<file path="config.mk">
export PLATFORM = sky130hd
export DESIGN_NAME = shift_sequencer_flat
export DESIGN_NICKNAME = d
export VERILOG_FILES = /design/src/rtl/shift_sequencer_if.sv /design/src/rtl/shift_sequencer.sv /design/src/flat_wrapper.sv
export SDC_FILE = /design/constraint.sdc
export NUM_CORES = 1
export LEC_CHECK = 0
export ABC_AREA = 1
export CORE_MARGIN = 1.5
export CORE_UTILIZATION = 47
export DETAILED_ROUTE_END_ITERATION = 6
export GPL_TIMING_DRIVEN = 0
export PLACE_DENSITY = 0.84
export SLEW_MARGIN = 20
export SYNTH_ARGS = -nofsm -noshare
export SYNTH_HDL_FRONTEND = slang
export SYNTH_SLANG_ARGS = --single-unit
</file>
<file path="constraint.sdc">
create_clock -name clk -period 1.69 [get_ports clk]
set_input_delay 0.2535 -clock clk [delete_from_list [all_inputs] [get_ports clk]]
set_output_delay 0.2535 -clock clk [all_outputs]
set_load 0.005 [all_outputs]
</file>
<file path="src/rtl/shift_sequencer_if.sv">
// Bundle of request, response and shift-unit signals for shift_sequencer.
// slave: the sequencer side. master: the requester that also models the
// external single-bit shift/rotate unit.
interface shift_sequencer_if #(
    parameter int WIDTH = 8,
    parameter int AMT_W = 3
);
    // Request side
    logic             start;
    logic [2:0]       op_in;
    logic [WIDTH-1:0] data_in;
    logic [AMT_W-1:0] amount;

    // Shift/rotate unit side
    logic [WIDTH-1:0] sr_a;
    logic [2:0]       sr_opcode;
    logic [WIDTH-1:0] sr_result;

    // Status / response
    logic             busy;
    logic             done;
    logic             err;
    logic [WIDTH-1:0] result_out;

    modport slave (
        input  start, op_in, data_in, amount, sr_result,
        output sr_a, sr_opcode, busy, done, err, result_out
    );

    modport master (
        output start, op_in, data_in, amount, sr_result,
        input  sr_a, sr_opcode, busy, done, err, result_out
    );
endinterface

</file>
<file path="src/rtl/shift_sequencer.sv">
// Multi-step controller that iterates a combinational 1-bit shift/rotate
// unit 0..2**AMT_W-1 times, turning it into a small barrel shifter.
// The accumulator feeds the unit; the unit's result is written back once per
// clock until the step count runs out, then the value is presented with done.
module shift_sequencer #(
    parameter int WIDTH = 8,
    parameter int AMT_W = 3
) (
    input  logic         clk,
    input  logic         rst_n,
    shift_sequencer_if.slave bus
);

    typedef enum logic [1:0] {
        IDLE  = 2'd0,
        SHIFT = 2'd1,
        DONE  = 2'd2
    } state_t;

    // Highest opcode the shift unit understands (rol)
    localparam logic [2:0] OP_MAX = 3'b101;

    state_t           state_q, state_d;
    logic [WIDTH-1:0] acc_q, acc_d;
    logic [WIDTH-1:0] result_q, result_d;
    logic [2:0]       op_q, op_d;
    logic [AMT_W-1:0] count_q, count_d;
    logic             err_q, err_d;
    logic             accept;

    // A request is taken whenever the sequencer is not mid-operation, so a
    // new start in the DONE cycle chains operations back to back.
    assign accept = bus.start && (state_q != SHIFT);

    // State and datapath registers; async reset aborts any operation.
    always_ff @(posedge clk or negedge rst_n) begin
        if (!rst_n) begin
            state_q  <= IDLE;
            acc_q    <= '0;
            result_q <= '0;
            op_q     <= '0;
            count_q  <= '0;
            err_q    <= 1'b0;
        end else begin
            state_q  <= state_d;
            acc_q    <= acc_d;
            result_q <= result_d;
            op_q     <= op_d;
            count_q  <= count_d;
            err_q    <= err_d;
        end
    end

    // Next-state and datapath update: accept in IDLE/DONE, iterate in SHIFT.
    always_comb begin
        state_d  = state_q;
        acc_d    = acc_q;
        result_d = result_q;
        op_d     = op_q;
        count_d  = count_q;
        err_d    = err_q;

        case (state_q)
            SHIFT: begin
                acc_d   = bus.sr_result;
                count_d = count_q - AMT_W'(1);
                // Last step: the unit's output is the final answer.
                if (count_q == AMT_W'(1)) begin
                    result_d = bus.sr_result;
                    state_d  = DONE;
                end
            end
            default: begin
                // IDLE, DONE (and the unused encoding) fall back to IDLE
                // unless a new request arrives.
                state_d = IDLE;
                if (accept) begin
                    acc_d   = bus.data_in;
                    op_d    = bus.op_in;
                    count_d = bus.amount;
                    err_d   = 1'b0;
                    if (bus.op_in > OP_MAX) begin
                        // Unknown opcode: report immediately, no shifting.
                        state_d  = DONE;
                        result_d = '0;
                        err_d    = 1'b1;
                    end else if (bus.amount == '0) begin
                        // Zero steps: pass the operand straight through,
                        // which also keeps count from ever wrapping.
                        state_d  = DONE;
                        result_d = bus.data_in;
                    end else begin
                        state_d = SHIFT;
                    end
                end
            end
        endcase
    end

    // Outputs are register copies or state decodes only.
    assign bus.sr_a       = acc_q;
    assign bus.sr_opcode  = op_q;
    assign bus.busy       = (state_q == SHIFT);
    assign bus.done       = (state_q == DONE);
    assign bus.err        = err_q;
    assign bus.result_out = result_q;

endmodule

</file>
<file path="src/flat_wrapper.sv">
// flat-port wrapper written by rule: the top's interface ports become plain ports
module shift_sequencer_flat 
#(
    parameter int WIDTH = 8,
    parameter int AMT_W = 3
)
  (clk, rst_n, bus_start, bus_op_in, bus_data_in, bus_amount, bus_sr_result, bus_sr_a, bus_sr_opcode, bus_busy, bus_done, bus_err, bus_result_out);
  shift_sequencer_if #(.WIDTH(WIDTH), .AMT_W(AMT_W)) bus_i ();
  input  logic clk;
  input  logic rst_n;
  input wire logic [$bits(bus_i.start)-1:0] bus_start;
  input wire logic [$bits(bus_i.op_in)-1:0] bus_op_in;
  input wire logic [$bits(bus_i.data_in)-1:0] bus_data_in;
  input wire logic [$bits(bus_i.amount)-1:0] bus_amount;
  input wire logic [$bits(bus_i.sr_result)-1:0] bus_sr_result;
  output wire logic [$bits(bus_i.sr_a)-1:0] bus_sr_a;
  output wire logic [$bits(bus_i.sr_opcode)-1:0] bus_sr_opcode;
  output wire logic [$bits(bus_i.busy)-1:0] bus_busy;
  output wire logic [$bits(bus_i.done)-1:0] bus_done;
  output wire logic [$bits(bus_i.err)-1:0] bus_err;
  output wire logic [$bits(bus_i.result_out)-1:0] bus_result_out;
  assign bus_i.start = bus_start;
  assign bus_i.op_in = bus_op_in;
  assign bus_i.data_in = bus_data_in;
  assign bus_i.amount = bus_amount;
  assign bus_i.sr_result = bus_sr_result;
  assign bus_sr_a = bus_i.sr_a;
  assign bus_sr_opcode = bus_i.sr_opcode;
  assign bus_busy = bus_i.busy;
  assign bus_done = bus_i.done;
  assign bus_err = bus_i.err;
  assign bus_result_out = bus_i.result_out;
  shift_sequencer #(.WIDTH(WIDTH), .AMT_W(AMT_W)) u_core (.clk(clk), .rst_n(rst_n), .bus(bus_i));
endmodule
</file>
==> results.yml, run 1 <==
clocking:
  cts.sinks: 25
  cts_tree: "yes"
  cts_buffer_depth: 2
  clock_latency_ns: 0.33
  cts_buffers: 3
  clk_pin_slew_worst_paths_ns: 0.14
  root_buffer: "clkbuf_4"
  cts_max_level: 1
sta:
  finalSetupViolCount: 0
  clock_skew_ns: 0.0113
  rsz0062_at_grt: "no"
  totalNegativeSetupSlack_ns: 0
  post-route-min-period_ns: 1.60
  fin_crit_sh_pct: 94.9
  finalHoldViolCount: 0
  max_freq_ghz: 0.623
  slew_viol_final: 0
  slew_headroom_pct: 62.9
  tightest_slew_ns: 0.557
global_routing:
  overflow: 0
  first_global_vias: 1143
  grt_pass1_wl_microns: 5110
  antenna_found_initial: 0
  grt_busiest_layer: "met2"
  met3_usage_pct: 4.10
  grtUsageTotal_pct: 24.4
  use_met1_pct: 29.9
  grt_max_degree: 26
  grtUsageMet2_pct: 42.9
yosys:
  synth_enable_flop_cells: 0
  ys_types: 24
  netlist.top_cell.by_area: "dfrtp_1"
  yosys_warnings: 0
  synth_area_per_cell_sq_um: 8.27
  synth_seq_cells: 25
  netlist_top_cells_area: "dfrtp_1, nand2_1, nand4_1"
  synth_seq_area_share_pct: 49.8
  yosys_most_used_dff: "dfrtp_1"
  yosysTopAreaCellShare_pct: 49.8
  syn-cell-area_sq_um: 1260
  synth_cells: 152
  yosys-top-cells-count: "nand2_1, dfrtp_1, inv_1"
  async_flop_share_pct: 100
  synth.most_common_cell: "nand2_1"
  synth.net_count: 179
floorplanning:
  std_cell_rows: 18
  die_x_microns: 54.7
  initial_core_util_pct: 50.3
  top_level_ports: 47
  core-area_sq_um: 2500
  die_area_sq_um: 2990
  die_h_microns: 54.7
pwr:
  irDropWorstVdd_mv: 1.12
  power.leakage_uw: 0.000907
  p_per_area_nw_per_um2: 1690
critical_path:
  startpoint: "u_core.state_q[0]"
  cp_data_required_time_ns: 1.44
  crit_fanout: 2
  worst-setup-path-type: "reg -> out"
  critPathMaxStageDelay_ns: 0.50
  r2r_slack_ns: 0.38
  path_depth: 2
  cp_slowest_cell: "clkdlybuf4s50_1"
  crit_chain: "nor2_1 -> clkdlybuf4s50_1"
  crit_end: "bus_done"
  r2r-end: "u_core.bus.result_out[3]"
  cp-start-kind: "register"
  r2r_start: "u_core.count_q[1]"
  crit_buf_inv: 1
  worstPathArrival_ns: 1.35
  cp-end-kind: "output pin"
  crit_family: "buffers and inverters"
  worstRegToRegCells: 7
place:
  dpl.hpwl_microns: 2300
  io_buffers: 46
  dpl.cell_count: 228
  place.gp.congestion: 0.875
route:
  antenna_left: 0
  finalWirelength_microns: 3290
  wire_per_inst_microns: 13.9
  vias: 1240
  drc: 0
  drt_iter0_drc: 34
  via_per_inst: 5.25
  firstDrtPassIters: 4
layout:
  area_delta_synth_final_pct: 43.8
  fin_cells: 236
  fin_nets: 234
  antennaDiodeCount: 0
  drive_gt1_share_pct: 11.2
hold_path:
  worstHoldStart: "bus_op_in[0]"
  hold_class: "in -> reg"
flow_run:
  maxCapViolations: 0
status:
  status: "finished, final reports clean"
[worst reg2reg max path, stage by stage (launching register included)]
cell and delay, ns:
dfrtp_1 0.39, inv_1 0.10, ha_1 0.16, nand2_1 0.07, nand2_2 0.20, nand3_4 0.15
nand2_1 0.09, nand2_1 0.06
[cells by family (layout without fill, tap and decap cells)]
logic type                 Yosys count  after routing  share of synthesized area, %
AOI/OAI and AO/OA                   20             20                          8.96
adders and majority gates            2              2                          1.99
buffers and inverters               21             75                          7.96
DFF                                 25             25                          49.8
and+or+nand+nor                     84             84                          31.3
[layer usage]
layer / vias to the layer above / share of wire [%]
li1: 603 / -
met1: 592 / 42
met2: 40 / 52
met3: 5 / 5.0
met4: 0 / 1.0
met5: - / 0
[power breakdown]
part / total [uW] / internal [uW] / switching [uW]
sequential: 1040 / 884 / 152
combinational: 1750 / 877 / 878
clock: 274 / 92.5 / 181
total: 3060 / 1850 / 1210
[sequential cells by signal, indices dropped and copies added, names as in the netlist]
name / flops
u_core.bus.result_out: 8
u_core.bus.sr_opcode: 3
u_core.bus.err: 1
u_core.state_q: 2
u_core.count_q: 3
u_core.bus.sr_a: 8
[metrics by stage]
stage	instance area (sq um)	utilization, %	hold slack, ns	total power (uW)	setup slack (ns)
global placement	1760	70.2	0.463	2680	0.0925
floorplan	1260	-	-0.0421	1950	0.580
CTS	1800	72.1	0.461	3060	0.0818
global route	1810	72.3	0.471	3320	0.0305
detailed placement	1760	70.2	0.471	2740	0.0516
finish	1810	72.3	0.459	3060	0.0860
[worst min path at each step]
stage                     slack [ns]  cells past startpoint                       end
after floorplan                -0.04                      0            u_core.bus.err
after global placement          0.46                      2   u_core.bus.sr_opcode[0]
after detailed placement        0.47                      2  u_core.bus.result_out[4]
after CTS                       0.46                      3   u_core.bus.sr_opcode[0]
after global routing            0.47                      3   u_core.bus.sr_opcode[0]
final                           0.46                      3   u_core.bus.sr_opcode[0]
[final cells by class]
type                       count  area (sq um)
fill                         204           692
sequential                    25           626
multi-input combinational    106           532
timing repair buffer          50           487
inverter                      16          60.1
buffer                         5          40.0
tap                           30          37.5
clock buffer                   4          26.3
[placed cells by master, fill, tap and decap left out, types with 2 or more instances in the layout]
master / count
a31oi_1: 2
nand2_4: 3
buf_2: 3
clkdlybuf4s50_1: 44
buf_6: 2
inv_2: 4
dfrtp_1: 25
clkbuf_4: 3
ha_1: 2
nand2_2: 2
nand3_1: 8
nand2_1: 55
nor2_1: 5
o21ai_1: 6
nand4_1: 8
o21ai_0: 7
inv_1: 12
buf_4: 4
[timing repair]
action                     CTS  global route
hold endpoints to repair     0            25
hold buffers                 0             1
buffers inserted             3             0
resized for setup            1             0
setup endpoints to repair    1             0
Power figures use the tool's default switching activity.
==> run 2, diff against run 1 <==
--- a/config.mk
+++ b/config.mk
@@ -7,11 +7,9 @@
 export LEC_CHECK = 0
 export ABC_AREA = 1
 export CORE_MARGIN = 1.5
-export CORE_UTILIZATION = 47
+export CORE_UTILIZATION = 39
 export DETAILED_ROUTE_END_ITERATION = 6
-export GPL_TIMING_DRIVEN = 0
-export PLACE_DENSITY = 0.84
-export SLEW_MARGIN = 20
+export PLACE_DENSITY = 0.75
 export SYNTH_ARGS = -nofsm -noshare
 export SYNTH_HDL_FRONTEND = slang
 export SYNTH_SLANG_ARGS = --single-unit
==> constraint.sdc (replaced) <==
create_clock -name clk -period 1.4 [get_ports clk]
set_input_delay 0.21 -clock clk [delete_from_list [all_inputs] [get_ports clk]]
set_output_delay 0.21 -clock clk [all_outputs]
set_load 0.005 [all_outputs]
==> results.yml, run 2 (same netlist as run 1, synthesis figures left out) <==
status:
  status: "finished, final reports clean"
sta:
  whs_ns: 0.222
  rsz0062_at_grt: "no"
  totalNegativeSetupSlack_ns: 0
  fin_crit_sh_pct: 95.0
  post-route-min-period_ns: 1.33
  finalSetupViolCount: 0
  slew_viol_final: 0
  finalHoldViolCount: 0
  max_freq_ghz: 0.752
  slew_headroom_pct: 79.1
  clock_skew_ns: 0.00560
  tightest_slew_ns: 0.314
route:
  wire_per_inst_microns: 13.0
  firstDrtPassIters: 4
  via_per_inst: 4.86
  drt_iter0_drc: 54
  drc: 0
  antenna_left: 0
  vias: 1249
  finalWirelength_microns: 3340
place:
  io_buffers: 46
  dpl.cell_count: 244
  dpl.hpwl_microns: 2500
  place.gp.congestion: 0.898
clocking:
  clk_pin_slew_worst_paths_ns: 0.15
  hold_buffers: 0
  cts_buffers: 3
  root_buffer: "clkbuf_4"
  cts.sinks: 25
  cts_max_level: 1
  cts_tree: "yes"
  clock_latency_ns: 0.33
  cts_buffer_depth: 2
critical_path:
  cp-start-kind: "register"
  crit_family: "flip-flops"
  worst-setup-path-type: "reg -> out"
  crit_chain: "nor2_1 -> dlygate4sd2_1"
  r2r_start: "u_core.state_q[0]"
  crit_buf_inv: 1
  cp_slowest_cell: "dfrtp_1"
  worstPathArrival_ns: 1.12
  cp_data_required_time_ns: 1.19
  critPathMaxStageDelay_ns: 0.44
  crit_fanout: 2
  startpoint: "u_core.state_q[0]"
  cp-end-kind: "output pin"
global_routing:
  antenna_found_initial: 0
  grtUsageTotal_pct: 20.9
  grt_pass1_wl_microns: 5540
  overflow: 0
  first_global_vias: 1229
  grt_max_degree: 26
layout:
  fin_nets: 241
  final_cell_mix: "nand2_1, dfrtp_1, clkdlybuf4s50_1"
  fin_cells: 257
  fin_util_pct: 61.9
  antennaDiodeCount: 0
  final_common_cell: "nand2_1"
  nFillCells: 285
  drive_gt1_share_pct: 15.0
  area_delta_synth_final_pct: 50.2
floorplanning:
  initial_core_util_pct: 41.2
  die_area_sq_um: 3570
  core-area_sq_um: 3050
  top_level_ports: 47
  std_cell_rows: 20
  die_h_microns: 59.8
  die_x_microns: 59.8
flow_run:
  maxCapViolations: 0
pwr:
  finalPower_uw: 3660
  p_per_area_nw_per_um2: 1940
  power.leakage_uw: 0.000997
  irDropWorstVdd_mv: 0.866
hold_path:
  hold_class: "in -> async"
[run 2: cell types whose count changed in the layout (fill, tap and decap cells not counted), moves of 2 or more]
| cell | previous run | this run |
|---|---|---|
| buf_2 | 3 | 0 |
| clkdlybuf4s50_1 | 44 | 24 |
| dlygate4sd2_1 | 1 | 21 |
| buf_4 | 4 | 14 |
| o21ai_0 | 7 | 5 |
[run 2: what timing repair did]
| action | in CTS | in global routing |
|---|---|---|
| gates resized for setup | 24 | 6 |
| endpoints found under the setup margin | 22 | 16 |
| endpoints found under the hold margin | 0 | 0 |
| pin swaps | 0 | 2 |
| setup buffers | 10 | 0 |
[run 2: worst paths after layout]
kind | end | slack (ns) | depth (start not counted)
worst max-delay path | bus_done | 0.07 | 2
worst min-delay path | u_core.count_q[1] | 0.22 | 2
worst max register to register | u_core.bus.sr_a[7] | 0.12 | 6
worst min register to register | u_core.bus.result_out[1] | 0.50 | 2
max in group asynchronous | u_core.bus.sr_opcode[2] | 0.93 | 2
min in group clk | u_core.bus.sr_opcode[0] | 0.42 | 3
[run 2: layout make-up]
| type | instances | area [sq um] | area share [%] |
|---|---|---|---|
| clock buffer | 3 | 22.5 | 1.19 |
| clock inverter | 1 | 7.51 | 0.397 |
| inverter | 16 | 60.1 | 3.18 |
| multi-input combinational | 106 | 548 | 29.0 |
| sequential | 25 | 626 | 33.1 |
| tap | 44 | 55.1 | 2.91 |
| timing repair buffer | 62 | 571 | 30.2 |
[run 2: stage by stage]
step | instance area (sq um) | setup WS (ns)
2_1_floorplan | 1260 | 0.290
3_3_place_gp | 1800 | 0.00757
5_1_grt | 1890 | 0.00585
6_report | 1890 | 0.0697
3_5_place_dp | 1800 | -0.0311
4_1_cts | 1890 | 0.0212
[run 2: worst register-to-register path: stages (launching register included)]
cell and delay (ns):
dfrtp_1 0.44, nand2_4 0.08, buf_4 0.21, nand2_4 0.12, buf_4 0.18, nor2_1 0.10, a31oi_1 0.06
[run 2: where the power goes]
group | switching [uW] | internal [uW]
sequential | 177 | 1070
clock | 235 | 110
combinational | 1080 | 985
[run 2: per-layer routing]
layer	global-route usage, %	wire (microns)	vias to the layer above
li1	-	-	621
met1	26.4	1440	583
met2	35.4	1680	40
met3	2.81	162	5
met4	8.89	55	0
met5	0	0	-
